==> src/rtl/tiny16_io_pkg.sv <==
// Shared definitions for the tiny16 UART: register offsets, STAT/CTRL bit
// positions and the serialiser/deserialiser state encodings.
package tiny16_io_pkg;

    localparam logic [1:0] REG_DATA = 2'd0;
    localparam logic [1:0] REG_STAT = 2'd1;
    localparam logic [1:0] REG_CTRL = 2'd2;
    localparam logic [1:0] REG_DIV  = 2'd3;

    localparam int unsigned STAT_TX_FULL   = 0;
    localparam int unsigned STAT_TX_EMPTY  = 1;
    localparam int unsigned STAT_RX_NEMPTY = 2;
    localparam int unsigned STAT_OVR       = 3;
    localparam int unsigned STAT_FERR      = 4;

    localparam int unsigned CTRL_RX_IRQ = 0;
    localparam int unsigned CTRL_TX_IRQ = 1;
    localparam int unsigned CTRL_LOOP   = 2;

    localparam logic [15:0] DIV_MIN = 16'd16;

    typedef enum logic [1:0] {TX_IDLE, TX_START, TX_DATA, TX_STOP} tx_state_t;
    typedef enum logic [1:0] {RX_IDLE, RX_START, RX_DATA, RX_STOP} rx_state_t;

endpackage

==> src/rtl/tiny16_sync_fifo.sv <==
// Synchronous show-ahead FIFO with extra-MSB pointers; push when full and
// pop when empty are ignored, simultaneous push/pop both take effect.
module tiny16_sync_fifo #(
    parameter int unsigned WIDTH      = 8,
    parameter int unsigned DEPTH_BITS = 3
) (
    input  logic                  clk,
    input  logic                  nreset,
    input  logic                  push,
    input  logic [WIDTH-1:0]      wdata,
    input  logic                  pop,
    output logic [WIDTH-1:0]      rdata,
    output logic                  full,
    output logic                  empty,
    output logic [DEPTH_BITS:0]   count
);

    logic [WIDTH-1:0]  r_mem [2**DEPTH_BITS];
    logic [DEPTH_BITS:0] r_wptr;
    logic [DEPTH_BITS:0] r_rptr;
    logic w_push;
    logic w_pop;

    assign empty  = (r_wptr == r_rptr);
    assign full   = (r_wptr[DEPTH_BITS] != r_rptr[DEPTH_BITS]) &&
                    (r_wptr[DEPTH_BITS-1:0] == r_rptr[DEPTH_BITS-1:0]);
    assign count  = r_wptr - r_rptr;
    assign rdata  = r_mem[r_rptr[DEPTH_BITS-1:0]];
    assign w_push = push & ~full;
    assign w_pop  = pop & ~empty;

    always_ff @(posedge clk or negedge nreset) begin
        if (!nreset) begin
            r_wptr <= '0;
            r_rptr <= '0;
        end else begin
            if (w_push) r_wptr <= r_wptr + 1'b1;
            if (w_pop)  r_rptr <= r_rptr + 1'b1;
        end
    end

    always_ff @(posedge clk) begin
        if (w_push) r_mem[r_wptr[DEPTH_BITS-1:0]] <= wdata;
    end

endmodule

==> src/rtl/tiny16_io_uart.sv <==
// tiny16 I/O-bus UART: 4 registers at BASE_ADDR, 8-deep TX/RX FIFOs, 8N1 framing.
// Build option TINY16_UART_LOOPBACK_EN enables CTRL[2] internal tx->rx loopback.
module tiny16_io_uart #(
    parameter logic [7:0]  BASE_ADDR = 8'h10,
    parameter logic [15:0] DIV_RESET = 16'd434,
    parameter int unsigned FIFO_BITS = 3
) (
    input  logic        clk,
    input  logic        nreset,
    input  logic [7:0]  address,
    input  logic [15:0] wdata,
    output logic [15:0] rdata,
    input  logic        mem_valid,
    input  logic        nwr,
    output logic        mem_ready,
    output logic        interrupt,
    output logic        tx,
    input  logic        rx
);
    import tiny16_io_pkg::*;

    logic        w_sel, w_wr, w_stall, w_fire;
    logic [1:0]  w_reg;
    logic [15:0] w_rd_val;
    logic [2:0]  w_ctrl_wr;
    logic        r_ready, r_ovr, r_ferr, r_irq;
    logic [15:0] r_rdata, r_div;
    logic [2:0]  r_ctrl;

    logic        w_tx_push, w_tx_pop, w_tx_full, w_tx_empty, w_tx_line, w_tx_tick;
    logic [7:0]  w_tx_dout;
    logic [FIFO_BITS:0] w_tx_count;
    tx_state_t   r_tx_state, w_tx_next;
    logic [15:0] r_tx_cnt;
    logic [2:0]  r_tx_bit;
    logic [7:0]  r_tx_shift;

    logic        w_rx_src, w_rx_bit, w_rx_fall, w_rx_tick;
    logic        w_rx_push, w_rx_pop, w_rx_full, w_rx_empty, w_rx_ferr_set, w_rx_ovr_set;
    logic [7:0]  w_rx_dout;
    logic [FIFO_BITS:0] w_rx_count;
    rx_state_t   r_rx_state, w_rx_next;
    logic [2:0]  r_rx_sync;
    logic [15:0] r_rx_cnt;
    logic [2:0]  r_rx_bit;
    logic [7:0]  r_rx_shift;

    assign w_sel     = mem_valid & (address[7:2] == BASE_ADDR[7:2]);
    assign w_wr      = ~nwr;
    assign w_reg     = address[1:0];
    assign w_stall   = w_wr & (w_reg == REG_DATA) & w_tx_full;
    assign w_fire    = w_sel & ~r_ready & ~w_stall;
    assign w_tx_push = w_fire & w_wr & (w_reg == REG_DATA);
    assign w_rx_pop  = w_fire & ~w_wr & (w_reg == REG_DATA);

    assign rdata     = r_rdata;
    assign mem_ready = r_ready;
    assign interrupt = r_irq;

`ifdef TINY16_UART_LOOPBACK_EN
    assign w_ctrl_wr = wdata[2:0];
    assign w_rx_src  = r_ctrl[CTRL_LOOP] ? w_tx_line : rx;
    assign tx        = r_ctrl[CTRL_LOOP] | w_tx_line;
`else
    assign w_ctrl_wr = {1'b0, wdata[1:0]};
    assign w_rx_src  = rx;
    assign tx        = w_tx_line;
`endif

    always_comb begin
        w_rd_val = '0;
        case (w_reg)
            REG_DATA: w_rd_val = w_rx_empty ? '0 : {7'b0, 1'b1, w_rx_dout};
            REG_STAT: w_rd_val = {11'b0, r_ferr, r_ovr, |w_rx_count, w_tx_empty, w_tx_full};
            REG_CTRL: w_rd_val = {13'b0, r_ctrl};
            default:  w_rd_val = r_div;
        endcase
    end

    // rdata is zero outside the ready pulse so the bus can be OR-combined.
    always_ff @(posedge clk or negedge nreset) begin
        if (!nreset) begin
            r_ready <= 1'b0;
            r_rdata <= '0;
            r_ctrl  <= '0;
            r_div   <= DIV_RESET;
            r_ovr   <= 1'b0;
            r_ferr  <= 1'b0;
            r_irq   <= 1'b0;
        end else begin
            r_ready <= w_fire;
            r_rdata <= (w_fire & ~w_wr) ? w_rd_val : '0;
            r_irq   <= (r_ctrl[CTRL_RX_IRQ] & |w_rx_count) |
                       (r_ctrl[CTRL_TX_IRQ] & (w_tx_count == '0) & (r_tx_state == TX_IDLE));
            if (w_fire && w_wr && w_reg == REG_CTRL) r_ctrl <= w_ctrl_wr;
            if (w_fire && w_wr && w_reg == REG_DIV)  r_div  <= (wdata < DIV_MIN) ? DIV_MIN : wdata;
            if (w_rx_ovr_set) r_ovr <= 1'b1;
            else if (w_fire && w_wr && w_reg == REG_STAT && wdata[STAT_OVR]) r_ovr <= 1'b0;
            if (w_rx_ferr_set) r_ferr <= 1'b1;
            else if (w_fire && w_wr && w_reg == REG_STAT && wdata[STAT_FERR]) r_ferr <= 1'b0;
        end
    end

    tiny16_sync_fifo #(.WIDTH(8), .DEPTH_BITS(FIFO_BITS)) u_tx_fifo (
        .clk(clk), .nreset(nreset), .push(w_tx_push), .wdata(wdata[7:0]), .pop(w_tx_pop),
        .rdata(w_tx_dout), .full(w_tx_full), .empty(w_tx_empty), .count(w_tx_count)
    );

    tiny16_sync_fifo #(.WIDTH(8), .DEPTH_BITS(FIFO_BITS)) u_rx_fifo (
        .clk(clk), .nreset(nreset), .push(w_rx_push), .wdata(r_rx_shift), .pop(w_rx_pop),
        .rdata(w_rx_dout), .full(w_rx_full), .empty(w_rx_empty), .count(w_rx_count)
    );

    // >= lets a divisor reduced mid-frame end the current bit immediately.
    assign w_tx_tick = (r_tx_cnt >= r_div - 16'd1);

    always_comb begin
        w_tx_next = r_tx_state;
        w_tx_line = 1'b1;
        w_tx_pop  = 1'b0;
        case (r_tx_state)
            TX_IDLE: if (!w_tx_empty) begin
                w_tx_pop  = 1'b1;
                w_tx_next = TX_START;
            end
            TX_START: begin
                w_tx_line = 1'b0;
                if (w_tx_tick) w_tx_next = TX_DATA;
            end
            TX_DATA: begin
                w_tx_line = r_tx_shift[0];
                if (w_tx_tick && r_tx_bit == 3'd7) w_tx_next = TX_STOP;
            end
            default: if (w_tx_tick) w_tx_next = TX_IDLE;
        endcase
    end

    always_ff @(posedge clk or negedge nreset) begin
        if (!nreset) begin
            r_tx_state <= TX_IDLE;
            r_tx_cnt   <= '0;
            r_tx_bit   <= '0;
            r_tx_shift <= '0;
        end else begin
            r_tx_state <= w_tx_next;
            r_tx_cnt   <= (r_tx_state == TX_IDLE || w_tx_tick) ? '0 : r_tx_cnt + 16'd1;
            if (w_tx_pop) begin
                r_tx_shift <= w_tx_dout;
                r_tx_bit   <= '0;
            end else if (r_tx_state == TX_DATA && w_tx_tick) begin
                r_tx_shift <= {1'b0, r_tx_shift[7:1]};
                r_tx_bit   <= r_tx_bit + 3'd1;
            end
        end
    end

    assign w_rx_bit  = r_rx_sync[1];
    assign w_rx_fall = r_rx_sync[2] & ~r_rx_sync[1];
    assign w_rx_tick = (r_rx_state == RX_START) ? (r_rx_cnt >= {1'b0, r_div[15:1]} - 16'd1)
                                                : (r_rx_cnt >= r_div - 16'd1);

    always_comb begin
        w_rx_next     = r_rx_state;
        w_rx_push     = 1'b0;
        w_rx_ferr_set = 1'b0;
        w_rx_ovr_set  = 1'b0;
        case (r_rx_state)
            RX_IDLE:  if (w_rx_fall) w_rx_next = RX_START;
            RX_START: if (w_rx_tick) w_rx_next = w_rx_bit ? RX_IDLE : RX_DATA;
            RX_DATA:  if (w_rx_tick && r_rx_bit == 3'd7) w_rx_next = RX_STOP;
            default: if (w_rx_tick) begin
                w_rx_next = RX_IDLE;
                if (!w_rx_bit)      w_rx_ferr_set = 1'b1;
                else if (w_rx_full) w_rx_ovr_set  = 1'b1;
                else                w_rx_push     = 1'b1;
            end
        endcase
    end

    always_ff @(posedge clk or negedge nreset) begin
        if (!nreset) begin
            r_rx_state <= RX_IDLE;
            r_rx_sync  <= '1;
            r_rx_cnt   <= '0;
            r_rx_bit   <= '0;
            r_rx_shift <= '0;
        end else begin
            r_rx_state <= w_rx_next;
            r_rx_sync  <= {r_rx_sync[1:0], w_rx_src};
            r_rx_cnt   <= (r_rx_state == RX_IDLE || w_rx_tick) ? '0 : r_rx_cnt + 16'd1;
            if (r_rx_state == RX_IDLE) begin
                r_rx_bit <= '0;
            end else if (r_rx_state == RX_DATA && w_rx_tick) begin
                r_rx_shift <= {w_rx_bit, r_rx_shift[7:1]};
                r_rx_bit   <= r_rx_bit + 3'd1;
            end
        end
    end

endmodule

==> config.mk <==
export PLATFORM = sky130hd
export DESIGN_NAME = tiny16_io_uart
export DESIGN_NICKNAME = d
export VERILOG_FILES = /design/src/rtl/tiny16_io_pkg.sv /design/src/rtl/tiny16_sync_fifo.sv /design/src/rtl/tiny16_io_uart.sv
export SDC_FILE = /design/constraint.sdc
export NUM_CORES = 1
export LEC_CHECK = 0
export BUFFER_PORTS_ARGS = -buffer_cell sky130_fd_sc_hd__buf_2
export CORE_MARGIN = 2
export CORE_UTILIZATION = 30
export DETAILED_ROUTE_END_ITERATION = 8
export SYNTH_ARGS = -nofsm -noshare
export SYNTH_HDL_FRONTEND = slang
export SYNTH_HIERARCHICAL = 1
export SYNTH_SLANG_ARGS = --single-unit
==> constraint.sdc <==
create_clock -name clk -period 5.5 [get_ports clk]
set_input_delay 1.1 -clock clk [delete_from_list [all_inputs] [get_ports clk]]
set_output_delay 1.1 -clock clk [all_outputs]
set_load 0.005 [all_outputs]
==> metrics.yaml, run 1 <==
routed_wl_um: 26400
syn_to_final_growth_pct: 13.7
numPlacedInstances: 1495
worstSetupPathType: "register to register"
max_stage_delay_ns: 0.50
synth_compound_area_share_pct: 5.94
htreeDepth: 1
cts_buffer_depth: 3
avgSynthCellArea_um2: 12.9
synth-seq-cells: 243
crit_chain: "or3_1 > or3_1 > or3_1 > nor4_1 > xnor2_1 > ha_1 > and4_1 > and2_1 > nand3_1 > o211ai_2 > nand2_1 > nor3_1 > o211ai_2 > nor2_2"
final_common_cell: "edfxtp_1"
cts_resized: 0
fin_setup_tns_ns: 0
grt.total_usage_pct: 12.7
drtAntennaViolNets: 0
min_to: "r_rx_sync[1]"
dp.final_hpwl_um: 19100
grt.overflow.total: 0
nets: 1095
synth_adder_area_share_pct: 7.07
portBuffers: 47
crit_arrival_ns: 5.23
drt-vias-per-instance: 4.74
cts_made_buffers: 27
ir_drop_v: 0.000221
status: "finished clean"
most-common-layout-cells: "edfxtp_1, nand2_1, dfrtp_1"
rsz0062_at_grt: "false"
dr.pass1.iters: 5
grt_pass1_wl_um: 41600
power_per_cell_area_nw_per_um2: 317
period_share_pct: 91.9
cts_setup_buffers: 0
synth_nets: 1035
ioPinCount: 48
leakage_nw: 5.55
cts_sinks: 243
setup_viol: 0
cap_violations: 0
finalCriticalPeriod_ns: 5.05
r2r_cells: 14
antenna_found_initial: 2
synthMuxAreaShare_pct: 9.60
min_path_cells: 0
worst_pin_slew_ns: 0.929
drt_iter0_markers: 472
worstReg2RegEnd: "u_rx_fifo/r_mem[7][3]"
vias: 7322
grt_pass1_vias: 7230
worst_setup_path_end_kind: "register"
place.gp.congestion: 0.859
clk_pin_slew_ns: 0.06
route.detailed.drc: 0
drive_above_1_share_pct: 18.6
crit_path_top_delay_cell: "nor3_1"
ys_seq_area_share_pct: 55.8
antenna_cells: 0
clk_latency_ns: 0.54
skew_ns: 0.0179
yosysUniqueCellTypes: 69
crit_fanout: 9
cts_hold_buf: 0
grt_start_max_net_pins: 43
core_area_um2: 39700
slew_headroom_pct: 38.1
syn_inst: 939
initial_core_util_pct: 30.4
synthArstFlopShare_pct: 47.3
synth_ff_type: "edfxtp_1"
crit_top_cell: "or3_1"
fin_cells: 1545
die_w_um: 205
min_from: "r_rx_sync[0]"
die_y_um: 205
rrSetupSlack_ns: 0.45
post_drt_wl_per_cell_um: 17.1
maxSlewViolCount: 0
yosysWarnings: 6
die-area_um2: 41900
hold_violations: 0
r2r-start: "r_div[6]"
crit_path_start: "r_div[6]"
cts_tree: "built"
syn_area_um2: 12100
hold_class: "register to register"
worst_setup_path_start_kind: "register"
worstPathRequired_ns: 5.68
synth_top_family_by_area: "simple AND/OR/NAND/NOR gates"
row_count: 73
totalPowerFinal_mw: 4.35
synth-edff-count: 128
clockRootBuffer: "clkbuf_16"
yosys.area_share.simple_pct: 12.6
synthXorXnorAreaFrac_pct: 6.13
fmax_ghz: 0.198
-- area by class of cell --
| cell class | count | area [um^2] |
|---|---|---|
| multi-input combinational | 626 | 4990 |
| inverter | 35 | 131 |
| clock buffer | 36 | 719 |
| timing repair buffer | 66 | 380 |
| clock inverter | 14 | 118 |
| sequential | 243 | 6730 |
| tap | 525 | 657 |
| fill | 3900 | 26000 |
-- cells by family after synthesis --
kind of cell               after synthesis
adders and majority gates               67
xor gates and xnor gates                81
AOI/OAI and AO/OA                       94
muxes                                   71
DFF                                    243
and+or+nand+nor                        313
buffers and inverters                   70
-- layer usage --
metal / track usage, % / share of wire (%) / up-vias
met5: 0 / 0.053 / -
met4: 2.54 / 1.8 / 2
met3: 2.12 / 4.7 / 32
met2: 19.9 / 45 / 151
met1: 18.4 / 48 / 3616
li1: - / - / 3521
-- worst max-delay path: cells and delay by family, from the launching register on --
| family | cells | cell delay, ns |
|---|---|---|
| AO/OA/AOI/OAI | 2 | 0.64 |
| XOR/XNOR | 1 | 0.15 |
| adder cells (fa/ha/maj) | 1 | 0.30 |
| flip-flops | 1 | 0.47 |
| AND/OR/NAND/NOR | 10 | 3.14 |
-- flip-flops by register name, summed over array words and instances (netlist names), 4 cells and up --
signal            flops
u_tx_fifo/r_rptr      4
u_rx_fifo/r_rptr      4
rdata                16
u_tx_fifo/r_mem      64
u_tx_fifo/r_wptr      4
r_rx_shift            8
u_rx_fifo/r_mem      64
r_rx_cnt             16
r_tx_cnt             16
r_tx_shift            8
u_rx_fifo/r_wptr      4
r_div                16
-- power breakdown --
group	internal [mW]	switching (mW)	leakage (nW)	total (mW)
registers	1.98	0.0922	2.55	2.08
logic	0.238	0.315	2.60	0.553
clock network	1.01	0.711	0.405	1.72
-- per-stage QoR --
| step | setup WS, ns | hold WS, ns | cell area, um^2 | util [%] |
|---|---|---|---|---|
| floorplan | 0.450 | 0.345 | 12100 | - |
| global placement | 0.561 | 0.347 | 12900 | 32.4 |
| detailed placement | 0.471 | 0.347 | 12900 | 32.4 |
| CTS | 0.444 | 0.356 | 13700 | 34.5 |
| global route | 0.0846 | 0.364 | 13700 | 34.5 |
| finish | 0.447 | 0.356 | 13700 | 34.5 |
-- synthesized netlist by cell type (4+ instances only) --
cell / count / area (um^2)
mux2_2: 15 / 169
mux2_1: 9 / 101
a22oi_1: 6 / 45.0
o21ai_0: 14 / 70.1
nor2_4: 7 / 78.8
a21o_1: 11 / 82.6
xor2_1: 36 / 315
and3_1: 11 / 68.8
o21ai_1: 7 / 35.0
or3_1: 4 / 25.0
dfstp_2: 8 / 210
nor3b_1: 4 / 30.0
nand3_1: 37 / 185
a21oi_1: 17 / 85.1
xnor2_1: 42 / 368
o211ai_1: 4 / 30.0
buf_6: 5 / 56.3
nor3_1: 16 / 80.1
mux2i_1: 13 / 130
edfxtp_1: 128 / 3840
nor2b_1: 5 / 31.3
nand4_1: 5 / 31.3
mux4_2: 30 / 676
nor2_1: 73 / 274
dfrtp_1: 107 / 2680
nor4b_1: 4 / 35.0
ha_1: 65 / 813
clkbuf_1: 14 / 52.6
a211oi_1: 5 / 37.5
nand2b_1: 6 / 37.5
buf_2: 12 / 60.1
nor4_1: 9 / 56.3
and2_1: 11 / 68.8
nor2_2: 5 / 31.3
inv_1: 33 / 124
nand2_1: 107 / 402
-- worst max path at each step --
stage / to / cells past startpoint
after global placement: u_rx_fifo/r_mem[7][5] / 14
final: u_rx_fifo/r_mem[7][3] / 14
after global routing: u_rx_fifo/r_mem[7][3] / 16
after floorplan: u_rx_fifo/r_mem[0][0] / 15
after CTS: u_rx_fifo/r_mem[7][3] / 14
after detailed placement: u_rx_fifo/r_mem[7][5] / 14
Note: power is estimated with default switching activity, not from simulation.
==> run 2, diff against run 1 <==
Settings changed: CORE_MARGIN 2 to 3, PLACE_DENSITY from default to 0.44.
==> run 2 against run 1 <==
Final area is 0.47% higher; clock power is 5% higher; clock skew is 0.0042 ns higher; non-clock buffer count is 1 higher; sequential power hardly changed; via count is 1.4% lower; critical path depth is 1 higher; first-iteration DRC count is 15% lower; global-route usage is 1.2 points higher; highest routed layer unchanged.
==> metrics.yaml, run 2 (synthesis gave the netlist of run 1 again) <==
status: "finished clean"
cts_made_buffers: 28
place.gp.congestion: 0.792
multi_input_area_um2: 5000
grt.overflow.total: 0
htreeDepth: 1
core_area_um2: 39200
drive_above_1_share_pct: 19.4
hold_violations: 0
cap_violations: 0
die_y_um: 207
drt_iter0_markers: 401
initial_core_util_pct: 30.8
fillers: 3838
worst_setup_path_end_kind: "register"
post_drt_wl_per_cell_um: 18.7
cts_setup_buffers: 0
die-area_um2: 42700
fmax_ghz: 0.201
r2r-start: "r_div[6]"
slew_headroom_pct: 23.0
totalPowerFinal_mw: 4.45
rsz0062_at_grt: "false"
worstSetupPathType: "register to register"
ioPinCount: 48
leakage_nw: 5.59
worst_pin_slew_ns: 1.15
worst_setup_path_start_kind: "register"
route.detailed.drc: 0
cts_tree: "built"
finalHoldWorstSlack_ns: 0.354
syn_to_final_growth_pct: 14.3
grt.total_usage_pct: 13.8
grt_pass1_wl_um: 45200
clk_latency_ns: 0.56
register_area_um2: 6730
cts_sinks: 243
antenna_found_initial: 3
period_share_pct: 90.7
grt_pass1_vias: 7501
cts_buffer_depth: 3
drt-vias-per-instance: 4.69
setup_viol: 0
drtAntennaViolNets: 0
worstReg2RegEnd: "u_rx_fifo/r_mem[6][2]"
skew_ns: 0.0221
crit_arrival_ns: 5.17
r2r_cells: 15
power_per_cell_area_nw_per_um2: 322
routed_wl_um: 28700
die_w_um: 207
row_count: 72
critPathCapture: "u_rx_fifo/r_mem[6][2]"
vias: 7221
hold_class: "register to register"
maxSlewViolCount: 0
crit_fanout: 8
portBuffers: 47
crit_path_start: "r_div[6]"
cts_resized: 0
nets: 1097
final_common_cell: "edfxtp_1"
dp.final_hpwl_um: 20500
dr.pass1.iters: 4
rrSetupSlack_ns: 0.51
grt_start_max_net_pins: 81
worstPathRequired_ns: 5.68
clk_pin_slew_ns: 0.06
ir_drop_v: 0.000204
clockRootBuffer: "clkbuf_16"
cts_hold_buf: 0
fin_setup_tns_ns: 0
most-common-layout-cells: "edfxtp_1, nand2_1, dfrtp_1"
finalCriticalPeriod_ns: 4.99
==> run 2: cell types whose count changed in the layout (fill, tap and decap cells not counted), sizes merged <==
cell,delta
buf,+1
inv,-1
clkbuf,+1
clkinvlp,-1
clkinv,+2
diode,+1
==> run 2: stage by stage <==
step                      cells  worst slack (ns)  cell area, um^2  utilization [%]
after floorplan             939             0.450            12100                -
after global placement     1489             0.588            12900             32.9
after detailed placement   1489             0.512            12900             32.9
after CTS                  1540             0.486            13800             35.2
after global routing       1540             0.141            13800             35.2
final                      1541             0.514            13800             35.2
==> run 2: critical path: stages, from the launching register on <==
cell      delay (ns)
dfrtp_1         0.48
or3_1           0.46
or3_1           0.44
or3_1           0.39
nor4_1          0.25
xnor2_1         0.16
ha_1            0.31
and4_1          0.20
and2_1          0.19
nand3_1         0.14
o211ai_2        0.38
nand2_1         0.19
nor3_1          0.20
buf_4           0.16
o211ai_2        0.12
nor2_1          0.53
==> run 2: layout make-up <==
cell class	instances	share of cell area, %
Sequential cell	243	48.8
Multi-Input combinational cell	626	36.2
Clock buffer	37	5.54
Tap cell	518	4.70
Timing Repair Buffer	67	2.84
Inverter	35	0.953
Clock inverter	14	0.916
Antenna cell	1	0.0181
==> run 2: worst min path at each step <==
stage | from | depth (start not counted) | end
3_3_place_gp | r_rx_sync[0] | 0 | r_rx_sync[1]
5_1_grt | r_rx_sync[0] | 0 | r_rx_sync[1]
2_1_floorplan | r_rx_sync[0] | 0 | r_rx_sync[1]
3_5_place_dp | r_rx_sync[0] | 0 | r_rx_sync[1]
4_1_cts | r_rx_sync[0] | 0 | r_rx_sync[1]
6_report | r_rx_sync[0] | 0 | r_rx_sync[1]
==> run 2: metal layers <==
metal | share of wire (%) | GRT usage [%]
met2 | 45 | 21.0
met1 | 49 | 20.4
met4 | 1.9 | 3.52
met3 | 4.1 | 2.59
met5 | 0.097 | 0
==> run 2: where the power goes <==
| part | switching (mW) | internal [mW] |
|---|---|---|
| logic | 0.322 | 0.240 |
| clock network | 0.746 | 1.07 |
| registers | 0.0888 | 1.98 |
==> run 3, diff against run 2 <==
Settings changed: PLACE_DENSITY 0.44 to default.
==> run 3 against run 2 <==
Combinational power down 1%; highest routed layer unchanged; count of clock-buffer cells in the layout down 7; largest cell class unchanged; maximum frequency down 1.6%.
==> metrics.yaml, run 3 (synthesis gave the netlist of run 1 again) <==
crit_fanout: 9
post_drt_wl_per_cell_um: 17.1
cts_hold_buf: 0
grt.total_usage_pct: 12.5
drtAntennaViolNets: 0
cts_sinks: 243
fmax_ghz: 0.197
drive_above_1_share_pct: 19.1
initial_core_util_pct: 30.8
worstSetupPathType: "register to register"
die_w_um: 207
nets: 1094
grt.overflow.total: 0
drt-vias-per-instance: 4.79
place.gp.congestion: 0.867
grt.met1_usage_pct: 18.4
cts_tree: "built"
worst_pin_slew_ns: 0.932
setup_viol: 0
worst_setup_path_start_kind: "register"
dp.final_hpwl_um: 19200
worstPathRequired_ns: 5.68
row_count: 72
cts_buffer_depth: 3
busiest_layer: "met2"
syn_to_final_growth_pct: 14.3
dr.pass1.iters: 5
period_share_pct: 92.1
grt_pass1_wl_um: 42200
htreeDepth: 1
die-area_um2: 42700
antenna_found_initial: 3
status: "finished clean"
hold_violations: 0
ir_drop_v: 0.000210
multi_input_area_um2: 4990
use_met2_pct: 19.2
cap_violations: 0
clk_latency_ns: 0.53
cts_resized: 0
route.detailed.drc: 0
fin_util_pct: 35.2
maxSlewViolCount: 0
ioPinCount: 48
clk_pin_slew_ns: 0.06
met3_usage_pct: 2.12
portBuffers: 47
clockRootBuffer: "clkbuf_16"
final_common_cell: "edfxtp_1"
grt_pass1_vias: 7378
rsz0062_at_grt: "false"
crit_arrival_ns: 5.25
worst_setup_path_end_kind: "register"
antenna_cells: 0
fin_setup_tns_ns: 0
leakage_nw: 5.58
routed_wl_um: 26300
slew_headroom_pct: 37.8
fillers: 3833
grt_start_max_net_pins: 49
drt_iter0_markers: 415
cts_made_buffers: 27
register_area_um2: 6730
die_y_um: 207
cts_setup_buffers: 0
most-common-layout-cells: "edfxtp_1, nand2_1, dfrtp_1"
core_area_um2: 39200
hold_class: "register to register"
power_per_cell_area_nw_per_um2: 327
skew_ns: 0.00931
vias: 7364
finalCriticalPeriod_ns: 5.07
[run 3: changes by cell type in the layout (fill, tap and decap cells not counted), sizes merged]
cell / change
clkinv: -4
buf: -2
inv: +3
bufinv: +3
clkbuf: -7
clkinvlp: +3
diode: -1
[run 3: per-layer routing]
layer  share of wire (%)  vias up
li1                    -     3505
met1                  48     3674
met2                  45      139
met3                 4.6       42
met4                 2.3        4
met5                0.13        -
[run 3: area by class of cell]
cell class | instances | area share [%]
Clock buffer | 30 | 4.98
Clock inverter | 19 | 1.71
Inverter | 35 | 0.952
Multi-Input combinational cell | 626 | 36.2
Sequential cell | 243 | 48.8
Tap cell | 518 | 4.70
Timing Repair Buffer | 65 | 2.70
[run 3: critical path: stages, from the launching register on]
cell	delay, ns
dfrtp_1	0.47
or3_1	0.45
or3_1	0.44
or3_1	0.39
nor4_1	0.26
xnor2_1	0.15
ha_1	0.30
and4_1	0.19
and2_1	0.19
nand3_1	0.15
o211ai_2	0.41
nand2_1	0.18
nor3_1	0.49
o211ai_2	0.24
nor2_2	0.40
[run 3: where the power goes]
group / total (mW) / internal, mW / leakage [nW] / switching [mW]
registers: 2.08 / 1.98 / 2.55 / 0.0936
logic: 0.555 / 0.238 / 2.59 / 0.317
clock network: 1.88 / 1.14 / 0.441 / 0.741
total: 4.51 / 3.36 / 5.58 / 1.15
[run 3: path summary, 6_finish.rpt]
kind	from	endpoint	slack (ns)	depth (start not counted)
max in group asynchronous	nreset	r_div[15]	4.03	2
hold reg to reg	r_rx_sync[0]	r_rx_sync[1]	0.35	0
setup / recovery	r_div[6]	u_rx_fifo/r_mem[7][6]	0.43	14
hold / removal	r_rx_sync[0]	r_rx_sync[1]	0.35	0
min in group asynchronous	nreset	r_rx_shift[1]	0.49	1
setup reg to reg	r_div[6]	u_rx_fifo/r_mem[7][6]	0.43	14
[run 3: metrics by stage]
stage	setup slack (ns)	area, um^2	total power, mW	hold WS (ns)	instances
2_1_floorplan	0.450	12100	2.50	0.345	939
3_3_place_gp	0.558	12900	2.65	0.346	1487
3_5_place_dp	0.414	12900	2.67	0.348	1487
4_1_cts	0.407	13800	4.57	0.352	1536
5_1_grt	0.0417	13800	4.74	0.355	1536
6_report	0.433	13800	4.51	0.350	1536
